===== src/rtl/elevator_scheduler.sv =====
// Three-floor elevator scheduler: edge-latched car/hall calls, directional sweep and timed door.
// Define ELEVATOR_IDLE_RETURN_EN to send an idle car back to floor 1 after IDLE_TIMEOUT cycles.
module elevator_scheduler #(
  parameter int unsigned DOOR_CYCLES  = 8,
  parameter int unsigned IDLE_TIMEOUT = 64
) (
  input  logic       clk,
  input  logic       rst,
  input  logic [2:0] f,
  input  logic [1:0] u,
  input  logic [1:0] d,
  input  logic [2:0] s,
  output logic [1:0] ac,
  output logic [1:0] display,
  output logic       doorOpen,
  output logic [2:0] pending
);

  typedef enum logic [1:0] {StIdle, StUp, StDown, StDoor} state_e;

  state_e      r_state, w_state_d;
  logic        r_dir, w_dir_d;
  logic [1:0]  r_ac, w_ac_d;
  logic [1:0]  r_display, w_disp_d;
  logic        r_door, w_door_d;
  logic [7:0]  r_cnt, w_cnt_d;
  logic [2:0]  r_car, w_car_d;
  logic [1:0]  r_up, w_up_d;
  logic [1:0]  r_dn, w_dn_d;
  logic [2:0]  r_f_s, r_f_p;
  logic [1:0]  r_u_s, r_u_p, r_d_s, r_d_p;
  logic [2:0]  r_s_q;
  logic        r_arm;

  logic [2:0]  w_f_rise, w_up3, w_dn3, w_at, w_at_calls, w_oh;
  logic [1:0]  w_u_rise, w_d_rise, w_s_fl, w_fl;
  logic        w_s_hit, w_rise_at, w_any_above, w_any_below, w_stop, w_sdir;
  logic [2:0]  w_clr_car, w_clr_up, w_clr_dn, w_block;

`ifdef ELEVATOR_IDLE_RETURN_EN
  logic [15:0] r_idle_cnt, w_idle_d;
  logic        r_homing, w_home_d;
`else
  logic        w_unused_idle;
  assign w_unused_idle = ^IDLE_TIMEOUT;
`endif

  function automatic logic [2:0] fl_oh(input logic [1:0] fl);
    case (fl)
      2'd2:    return 3'b010;
      2'd3:    return 3'b100;
      default: return 3'b001;
    endcase
  endfunction

  function automatic logic [2:0] above_m(input logic [1:0] fl);
    case (fl)
      2'd1:    return 3'b110;
      2'd2:    return 3'b100;
      default: return 3'b000;
    endcase
  endfunction

  function automatic logic [2:0] below_m(input logic [1:0] fl);
    case (fl)
      2'd2:    return 3'b001;
      2'd3:    return 3'b011;
      default: return 3'b000;
    endcase
  endfunction

  // Hall calls mapped onto floor-indexed vectors (no up call at 3, no down call at 1).
  assign w_up3       = {1'b0, r_up};
  assign w_dn3       = {r_dn, 1'b0};
  assign pending     = r_car | w_up3 | w_dn3;
  assign w_f_rise    = r_f_s & ~r_f_p;
  assign w_u_rise    = r_u_s & ~r_u_p;
  assign w_d_rise    = r_d_s & ~r_d_p;
  assign w_at        = fl_oh(r_display);
  assign w_at_calls  = pending & w_at;
  assign w_rise_at   = |((w_f_rise | {1'b0, w_u_rise} | {w_d_rise, 1'b0}) & w_at);
  assign w_any_above = |(pending & above_m(r_display));
  assign w_any_below = |(pending & below_m(r_display));

  // Only a clean single-floor sensor rise counts; overlapping sensors are ignored.
  assign w_s_hit = ((s == 3'b001) || (s == 3'b010) || (s == 3'b100)) && (|(s & ~r_s_q));
  assign w_s_fl  = s[0] ? 2'd1 : (s[1] ? 2'd2 : 2'd3);

  always_comb begin
    w_state_d = r_state;
    w_dir_d   = r_dir;
    w_ac_d    = r_ac;
    w_disp_d  = r_display;
    w_door_d  = r_door;
    w_cnt_d   = r_cnt;
    w_stop    = 1'b0;
    w_fl      = r_display;
    w_sdir    = r_dir;
    w_oh      = 3'b000;
    w_clr_car = 3'b000;
    w_clr_up  = 3'b000;
    w_clr_dn  = 3'b000;
    w_block   = 3'b000;
`ifdef ELEVATOR_IDLE_RETURN_EN
    w_idle_d  = '0;
    w_home_d  = r_homing;
`endif
    if (r_arm) begin
      unique case (r_state)
        StIdle: begin
          if (|w_at_calls) begin
            w_stop = 1'b1;
            // Serve in the opposite sweep if only the other hall call waits here.
            w_sdir = (|((r_car | (r_dir ? w_up3 : w_dn3)) & w_at)) ? r_dir : ~r_dir;
          end else if (w_any_above && (r_dir || !w_any_below)) begin
            w_state_d = StUp;
            w_ac_d    = 2'b10;
            w_dir_d   = 1'b1;
          end else if (w_any_below) begin
            w_state_d = StDown;
            w_ac_d    = 2'b01;
            w_dir_d   = 1'b0;
          end else begin
`ifdef ELEVATOR_IDLE_RETURN_EN
            if (r_display != 2'd1) begin
              if (32'(r_idle_cnt) + 32'd1 >= IDLE_TIMEOUT) begin
                w_state_d = StDown;
                w_ac_d    = 2'b01;
                w_dir_d   = 1'b0;
                w_home_d  = 1'b1;
              end else begin
                w_idle_d  = r_idle_cnt + 16'd1;
              end
            end
`endif
          end
        end
        StUp: begin
          if (w_s_hit) begin
            w_disp_d = w_s_fl;
            if ((|((r_car | w_up3) & fl_oh(w_s_fl))) || !(|(pending & above_m(w_s_fl))) ||
                (w_s_fl == 2'd3)) begin
              w_stop = 1'b1;
              w_fl   = w_s_fl;
              w_sdir = 1'b1;
            end
          end
        end
        StDown: begin
          if (w_s_hit) begin
            w_disp_d = w_s_fl;
`ifdef ELEVATOR_IDLE_RETURN_EN
            if (r_homing && (pending == 3'b000)) begin
              if (w_s_fl == 2'd1) begin
                w_state_d = StIdle;
                w_ac_d    = 2'b00;
                w_home_d  = 1'b0;
              end
            end else
`endif
            if ((|((r_car | w_dn3) & fl_oh(w_s_fl))) || !(|(pending & below_m(w_s_fl))) ||
                (w_s_fl == 2'd1)) begin
              w_stop = 1'b1;
              w_fl   = w_s_fl;
              w_sdir = 1'b0;
            end
          end
        end
        StDoor: begin
          w_block = w_at;
          if (w_rise_at) begin
            w_cnt_d = 8'(DOOR_CYCLES);
          end else if (r_cnt <= 8'd1) begin
            w_state_d = StIdle;
            w_door_d  = 1'b0;
            w_cnt_d   = 8'd0;
          end else begin
            w_cnt_d   = r_cnt - 8'd1;
          end
        end
        default: w_state_d = StIdle;
      endcase

      if (w_stop) begin
        w_state_d = StDoor;
        w_ac_d    = 2'b00;
        w_door_d  = 1'b1;
        w_cnt_d   = 8'(DOOR_CYCLES);
        w_oh      = fl_oh(w_fl);
        w_clr_car = w_oh;
`ifdef ELEVATOR_IDLE_RETURN_EN
        w_home_d  = 1'b0;
`endif
        if (w_sdir) begin
          w_clr_up = w_oh;
          w_dir_d  = |(pending & above_m(w_fl));
          if (!w_dir_d) w_clr_dn = w_oh;
        end else begin
          w_clr_dn = w_oh;
          w_dir_d  = !(|(pending & below_m(w_fl)));
          if (w_dir_d) w_clr_up = w_oh;
        end
      end
    end
    // A new rise beats a same-edge clear, except at the open-door floor.
    w_car_d = (r_car & ~w_clr_car) | (w_f_rise & ~w_block);
    w_up_d  = (r_up & ~w_clr_up[1:0]) | (w_u_rise & ~w_block[1:0]);
    w_dn_d  = (r_dn & ~w_clr_dn[2:1]) | (w_d_rise & ~w_block[2:1]);
  end

  always_ff @(posedge clk or negedge rst) begin
    if (!rst) begin
      r_state    <= StIdle;
      r_dir      <= 1'b1;
      r_ac       <= 2'b00;
      r_display  <= 2'd1;
      r_door     <= 1'b0;
      r_cnt      <= 8'd0;
      r_car      <= 3'b000;
      r_up       <= 2'b00;
      r_dn       <= 2'b00;
      r_f_s      <= 3'b000;
      r_f_p      <= 3'b000;
      r_u_s      <= 2'b00;
      r_u_p      <= 2'b00;
      r_d_s      <= 2'b00;
      r_d_p      <= 2'b00;
      r_s_q      <= 3'b000;
      r_arm      <= 1'b0;
`ifdef ELEVATOR_IDLE_RETURN_EN
      r_idle_cnt <= '0;
      r_homing   <= 1'b0;
`endif
    end else begin
      r_arm      <= 1'b1;
      r_f_s      <= f;
      r_u_s      <= u;
      r_d_s      <= d;
      // First edge after reset preloads both stages so held-high inputs never look like a rise.
      r_f_p      <= r_arm ? r_f_s : f;
      r_u_p      <= r_arm ? r_u_s : u;
      r_d_p      <= r_arm ? r_d_s : d;
      r_s_q      <= s;
      r_state    <= w_state_d;
      r_dir      <= w_dir_d;
      r_ac       <= w_ac_d;
      r_display  <= w_disp_d;
      r_door     <= w_door_d;
      r_cnt      <= w_cnt_d;
      r_car      <= w_car_d;
      r_up       <= w_up_d;
      r_dn       <= w_dn_d;
`ifdef ELEVATOR_IDLE_RETURN_EN
      r_idle_cnt <= w_idle_d;
      r_homing   <= w_home_d;
`endif
    end
  end

  assign ac       = r_ac;
  assign display  = r_display;
  assign doorOpen = r_door;

endmodule

===== config.mk =====
export PLATFORM = sky130hd
export DESIGN_NAME = elevator_scheduler
export DESIGN_NICKNAME = d
export VERILOG_FILES = /design/src/rtl/elevator_scheduler.sv
export SDC_FILE = /design/constraint.sdc
export NUM_CORES = 1
export LEC_CHECK = 0
export ABC_AREA = 0
export CAP_MARGIN = 20
export CORE_ASPECT_RATIO = 2
export CORE_UTILIZATION = 50
export CTS_CLUSTER_DIAMETER = 30
export CTS_CLUSTER_SIZE = 12
export DETAILED_ROUTE_END_ITERATION = 8
export MAX_ROUTING_LAYER = met4
export PLACE_DENSITY_LB_ADDON = 0.08
export SLEW_MARGIN = 20
export SYNTH_ARGS = -nofsm -noshare
export SYNTH_HDL_FRONTEND = slang
export SYNTH_SLANG_ARGS = --single-unit

===== constraint.sdc =====
create_clock -name clk -period 6 [get_ports clk]
set_clock_uncertainty 0.05 [all_clocks]
set_input_delay 1.5 -clock clk [delete_from_list [all_inputs] [get_ports clk]]
set_output_delay 1.5 -clock clk [all_outputs]
set_load 0.05 [all_outputs]

==> results of run 1 <==
layout make-up:
cell class / count / area (sq um)
clock buffer: 6 / 72.6
clock inverter: 2 / 15.0
fill: 438 / 1890
inverter: 14 / 52.6
multi-input combinational: 187 / 1280
sequential: 41 / 1030
tap: 55 / 68.8
timing repair buffer: 19 / 185
flip-flops by register name, indices dropped and copies added (netlist names), 2 cells and up:
| register | cells |
|---|---|
| r_d_p | 2 |
| r_u_s | 2 |
| r_d_s | 2 |
| r_state | 2 |
| display | 2 |
| ac | 2 |
| r_s_q | 3 |
| r_cnt | 8 |
| r_u_p | 2 |
| r_f_p | 3 |
| r_dn | 2 |
| r_car | 3 |
| r_up | 2 |
| r_f_s | 3 |
per-layer routing:
metal | up-vias | global-route usage (%)
met1 | 933 | 25.6
met5 | - | -
li1 | 943 | -
met2 | 41 | 46.7
met3 | 26 | 4.24
met4 | 0 | 15.6
worst reg2reg max path, delay by kind of cell (launching register included):
kind | cells | cell delay, ns
flops | 1 | 0.46
compound gates | 7 | 1.12
fa+ha+maj | 1 | 0.21
simple gates | 5 | 1.15
buf+inv | 1 | 0.14
stage by stage:
step | cell area, sq um | hold WS, ns | total power, mW | setup WS (ns) | util [%]
final | 2700 | 0.434 | 1.26 | 1.43 | 58.8
after global routing | 2700 | 0.447 | 1.35 | 1.27 | 58.8
after CTS | 2700 | 0.437 | 1.26 | 1.48 | 58.8
after detailed placement | 2620 | 0.419 | 1.07 | 1.17 | 56.9
after global placement | 2620 | 0.413 | 1.07 | 1.22 | 56.9
after floorplan | 2390 | 0.421 | 0.891 | 2.10 | -
cells by family (layout without fill, tap and decap cells):
family	after synthesis	after routing	synth area share, %
other	1	1	0.157
and+or+nand+nor	93	93	21.1
muxes	11	11	5.07
adders and majority gates	14	14	7.32
buffers and inverters	21	41	3.45
DFF	41	41	43.0
AOI/OAI and AO/OA	68	68	19.9
cells in the final DEF (no fill, tap or decap), types with 9 or more instances in the layout:
cell type / netlist / final
dfrtp_1: 39 / 39
nand2_1: 24 / 24
o21ai_0: 21 / 21
nor2_1: 19 / 19
clkdlybuf4s50_1: 0 / 18
inv_1: 14 / 14
ha_1: 14 / 14
mux2_2: 9 / 9
where the power goes:
group          internal (mW)  leakage, nW  switching (mW)
registers              0.345        0.470          0.0796
clock network         0.0820       0.0374           0.100
logic                  0.250        0.632           0.399
path summary, 6_finish.rpt:
kind                           from  endpoint  slack [ns]
hold / removal             doorOpen  doorOpen        0.43
max in group asynchronous       rst     ac[1]        4.05
setup reg to reg           r_car[1]   r_up[1]        2.74
setup / recovery               s[0]   r_up[1]        1.43
hold reg to reg            doorOpen  doorOpen        0.43
min in group asynchronous       rst  r_car[2]        1.28
==> impl_metrics.env, run 1 <==
export IMPL_start_util_pct=52.0
export IMPL_netlist_top_cells_count="dfrtp_1 (39), nand2_1 (24), o21ai_0 (21)"
export IMPL_clk_latency_ns=0.30
export IMPL_worstSetupPathType="primary input to flop"
export IMPL_rsz0062_at_grt="no"
export IMPL_dieWidth_microns=50.9
export IMPL_hold_viol=0
export IMPL_port_buffers=19
export IMPL_dpl_cell_count=316
export IMPL_htree_levels=2
export IMPL_syn_nets=275
export IMPL_synth_most_common_cell="dfrtp_1"
export IMPL_wirelength_microns=5800
export IMPL_crit_fanout=10
export IMPL_cts_tree="built"
export IMPL_first_pass_iters=4
export IMPL_antenna_diode_count=0
export IMPL_cp_required_ns=6.13
export IMPL_grt_usage_pct=26.2
export IMPL_dp_hpwl_microns=4390
export IMPL_final_nets=294
export IMPL_synthFlopType="dfrtp_1"
export IMPL_vdd_drop_max_mv=0.230
export IMPL_synth_warnings=0
export IMPL_r2r_cells=14
export IMPL_syn_area_per_cell_sq_um=9.61
export IMPL_grt_overflow_total=0
export IMPL_cts_made_buffers=5
export IMPL_clock_fmax_ghz=0.219
export IMPL_core_area_sq_um=4600
export IMPL_vias_per_cell=6.00
export IMPL_yosysUniqueCellTypes=54
export IMPL_finalNonFillerCells=324
export IMPL_ant_nets=0
export IMPL_drtIter0Drc=41
export IMPL_clkTransAtPathRegs_ns=0.08
export IMPL_hold_depth=1
export IMPL_cts_sinks=41
export IMPL_cts_resized=0
export IMPL_avgRoutedWirePerCell_microns=17.9
export IMPL_clockBufferDepth=2
export IMPL_max_slew_margin_rel_pct=39.2
export IMPL_post_cts_buffers=0
export IMPL_yosysTopAreaCell="dfrtp_1"
export IMPL_fin_setup_tns_ns=0
export IMPL_antenna_found_initial=0
export IMPL_drv_cap=0
export IMPL_powerDensity_nw_per_um2=465
export IMPL_wl_met1_microns=2150
export IMPL_dr_wl_met3_microns=166
export IMPL_io_pins=20
export IMPL_area_growth_pct=13.0
export IMPL_drive_above_1_share_pct=13.0
export IMPL_cts_root_buf="clkbuf_8"
export IMPL_report_final_slew_viol_count=0
export IMPL_yosysTopAreaCellShare_pct=40.8
export IMPL_num_vias=1943
export IMPL_finalSetupViolations=0
export IMPL_highest_layer="met4"
export IMPL_synth_area_sq_um=2390
export IMPL_max_stage_delay_ns=0.73
export IMPL_grt_pass1_vias=1976
export IMPL_cp_common_cell="o21ai_0"
export IMPL_layout_worst_path_cycle_share_pct=76.1
export IMPL_synth_async_sr_flop_share_pct=100
export IMPL_path_depth=15
export IMPL_cp_num_buf_inv=2
export IMPL_crit_family="simple AND/OR/NAND/NOR gates"
export IMPL_period_needed_ns=4.57
export IMPL_yosysSeqAreaShare_pct=43.0
export IMPL_worstPathArrival_ns=4.70
export IMPL_tightest_slew_ns=0.913
export IMPL_remaining_drc_errors=0
export IMPL_outcome="finished clean"
export IMPL_endpoint_kind="flop"
export IMPL_leakage_nw=1.14
export IMPL_worst_path_max_delay_cell="or4b_2"
export IMPL_die_h_microns=99.8
export IMPL_synth_area_leaders="dfrtp_1 (41%), ha_1 (7.3%), o21ai_0 (4.4%)"
export IMPL_die_area_sq_um=5080
export IMPL_cts_hold_buf=0
export IMPL_cp_start_kind="primary input"
export IMPL_wl_met2_microns=3180
export IMPL_grt_max_degree=42
export IMPL_synth_edf_count=0
export IMPL_synth_seq_cells=41
export IMPL_grt_pass1_wl_microns=9450
export IMPL_crit_chain="clkdlybuf4s50_1, or4b_2, nand3_2, and3_2, o21ai_0, nand2_1, o21ai_0, a22oi_1, inv_1, ha_1, nor2_1, nor2_1, a21oi_1, o311a_1, o21ai_0"
export IMPL_synthCells=249
export IMPL_rows=35
export IMPL_hp_class="flop to flop"
export IMPL_gp_congestion=0.947
Power figures use the tool's default switching activity.
==> inputs of run 2 (changes only) <==
==> constraint.sdc (replaced) <==
create_clock -name clk -period 4.7 [get_ports clk]
set_clock_uncertainty 0.05 [all_clocks]
set_input_delay 1.175 -clock clk [delete_from_list [all_inputs] [get_ports clk]]
set_output_delay 1.175 -clock clk [all_outputs]
set_load 0.05 [all_outputs]
==> run 2 against run 1 <==
  * Largest power group unchanged
  * Critical path type unchanged
  * Highest routed layer unchanged
  * Sequential power increased by 28%
  * Non-clock buffer count unchanged
  * Critical endpoint is now r_dir
  * Hold slack improved by 0.00070 ns
  * Global-route usage decreased by 0.41 points
==> impl_metrics.env, run 2 (same netlist as run 1, synthesis figures left out) <==
export IMPL_antenna_diode_count=0
export IMPL_hold_depth=1
export IMPL_cts_sinks=41
export IMPL_grt_overflow_total=0
export IMPL_htree_levels=2
export IMPL_avgRoutedWirePerCell_microns=17.6
export IMPL_vdd_drop_max_mv=0.310
export IMPL_cts_made_buffers=5
export IMPL_cts_hold_buf=0
export IMPL_die_h_microns=99.8
export IMPL_period_needed_ns=4.19
export IMPL_rows=35
export IMPL_drive_above_1_share_pct=13.0
export IMPL_grt_pass1_vias=1963
export IMPL_io_pins=20
export IMPL_num_vias=1940
export IMPL_hold_viol=0
export IMPL_ant_nets=0
export IMPL_cp_start_kind="primary input"
export IMPL_gp_congestion=0.947
export IMPL_leakage_nw=1.14
export IMPL_area_growth_pct=13.0
export IMPL_rsz0062_at_grt="no"
export IMPL_largest_reg_flops=8
export IMPL_grt_max_degree=42
export IMPL_fin_setup_tns_ns=0
export IMPL_hp_class="flop to flop"
export IMPL_final_nets=294
export IMPL_cp_required_ns=4.88
export IMPL_r2r_cells=14
export IMPL_remaining_drc_errors=0
export IMPL_post_cts_buffers=0
export IMPL_worst_path_max_delay_cell="or4b_2"
export IMPL_endpoint_kind="flop"
export IMPL_outcome="finished clean"
export IMPL_cts_root_buf="clkbuf_8"
export IMPL_final_common_cell="dfrtp_1"
export IMPL_drv_cap=0
export IMPL_crit_fanout=10
export IMPL_finalSetupViolations=0
export IMPL_largest_register="r_cnt"
export IMPL_start_util_pct=52.0
export IMPL_clock_fmax_ghz=0.239
export IMPL_max_stage_delay_ns=0.73
export IMPL_dp_hpwl_microns=4350
export IMPL_clk_latency_ns=0.30
export IMPL_clockBufferDepth=2
export IMPL_finalPower_mw=1.60
export IMPL_max_slew_margin_rel_pct=40.3
export IMPL_die_area_sq_um=5080
export IMPL_worstSetupPathType="primary input to flop"
export IMPL_core_area_sq_um=4600
export IMPL_report_final_slew_viol_count=0
export IMPL_grt_usage_pct=25.8
export IMPL_tightest_slew_ns=0.895
export IMPL_drtIter0Drc=52
export IMPL_dieWidth_microns=50.9
export IMPL_crit_chain="clkdlybuf4s50_1, or4b_2, nand3_2, and3_2, o21ai_0, nand2_1, o21ai_0, a22oi_1, inv_1, ha_1, nor2_1, nor2_1, a21oi_1, mux2i_1, a31oi_1"
export IMPL_cts_resized=0
export IMPL_grt_pass1_wl_microns=9350
export IMPL_wirelength_microns=5710
export IMPL_powerDensity_nw_per_um2=591
export IMPL_clkTransAtPathRegs_ns=0.08
export IMPL_cts_tree="built"
export IMPL_fillers=437
export IMPL_worstPathArrival_ns=4.36
export IMPL_vias_per_cell=5.99
export IMPL_layout_worst_path_cycle_share_pct=89.1
export IMPL_layout_common_cells="dfrtp_1 (39), nand2_1 (24), o21ai_0 (21), nor2_1 (19), clkdlybuf4s50_1 (18)"
export IMPL_first_pass_iters=4
export IMPL_port_buffers=19
export IMPL_antenna_found_initial=0
## run 2: cell counts in the layout (fill, tap and decap cells not counted)
Identical to the previous run, type by type.
## run 2: area by class of cell
type,instances,area [sq um],share of cell area [%]
well taps,55,68.8,2.55
clock inverters,2,15.0,0.555
flip-flops and latches,41,1030,38.0
multi-input cells,187,1280,47.4
repair buffers,19,185,6.85
inverters,14,52.6,1.94
clock buffers,6,72.6,2.68
## run 2: worst max-delay path, delay by kind of cell
kind | cells | cell delay [ns]
fa+ha+maj | 1 | 0.21
simple gates | 6 | 1.42
buf+inv | 2 | 0.69
compound gates | 5 | 0.76
mux | 1 | 0.12
## run 2: path summary, 6_finish.rpt
kind                            slack (ns)        to     start
worst max-delay path                  0.51     r_dir      s[0]
worst min-delay path                  0.43  doorOpen  doorOpen
worst max register to register        1.48     r_dir  r_car[1]
worst min register to register        0.43  doorOpen  doorOpen
max in group asynchronous             3.09  r_car[0]       rst
min in group asynchronous             0.95  r_car[2]       rst
## run 2: report_power, final
group	switching, mW	internal [mW]	total (mW)
Clock	0.125	0.105	0.230
Sequential	0.101	0.441	0.542
Combinational	0.506	0.319	0.825
## run 2: stage by stage
step                util (%)  hold slack, ns  std cells  setup slack (ns)  instance area (sq um)
floorplan                  -           0.421        249              1.13                   2390
global placement        56.9           0.413        316             0.249                   2620
detailed placement      56.9           0.420        316             0.200                   2620
CTS                     58.8           0.438        324             0.521                   2700
global route            58.8           0.449        324             0.325                   2700
finish                  58.8           0.435        324             0.511                   2700
## run 2: routing by layer
layer	global-route usage, %	share of wire (%)
met1	25.3	38
met2	46.3	56
met3	3.48	1.8
met4	15.4	4.2
met5	-	0
==> inputs of run 3 (changes only) <==
--- a/config.mk
+++ b/config.mk
@@ -14,7 +14,6 @@
 export DETAILED_ROUTE_END_ITERATION = 8
 export MAX_ROUTING_LAYER = met4
 export PLACE_DENSITY_LB_ADDON = 0.08
-export SLEW_MARGIN = 20
 export SYNTH_ARGS = -nofsm -noshare
 export SYNTH_HDL_FRONTEND = slang
 export SYNTH_SLANG_ARGS = --single-unit
==> results of run 3 <==
The final DEF is identical to that of run 2; final timing and power are the same.
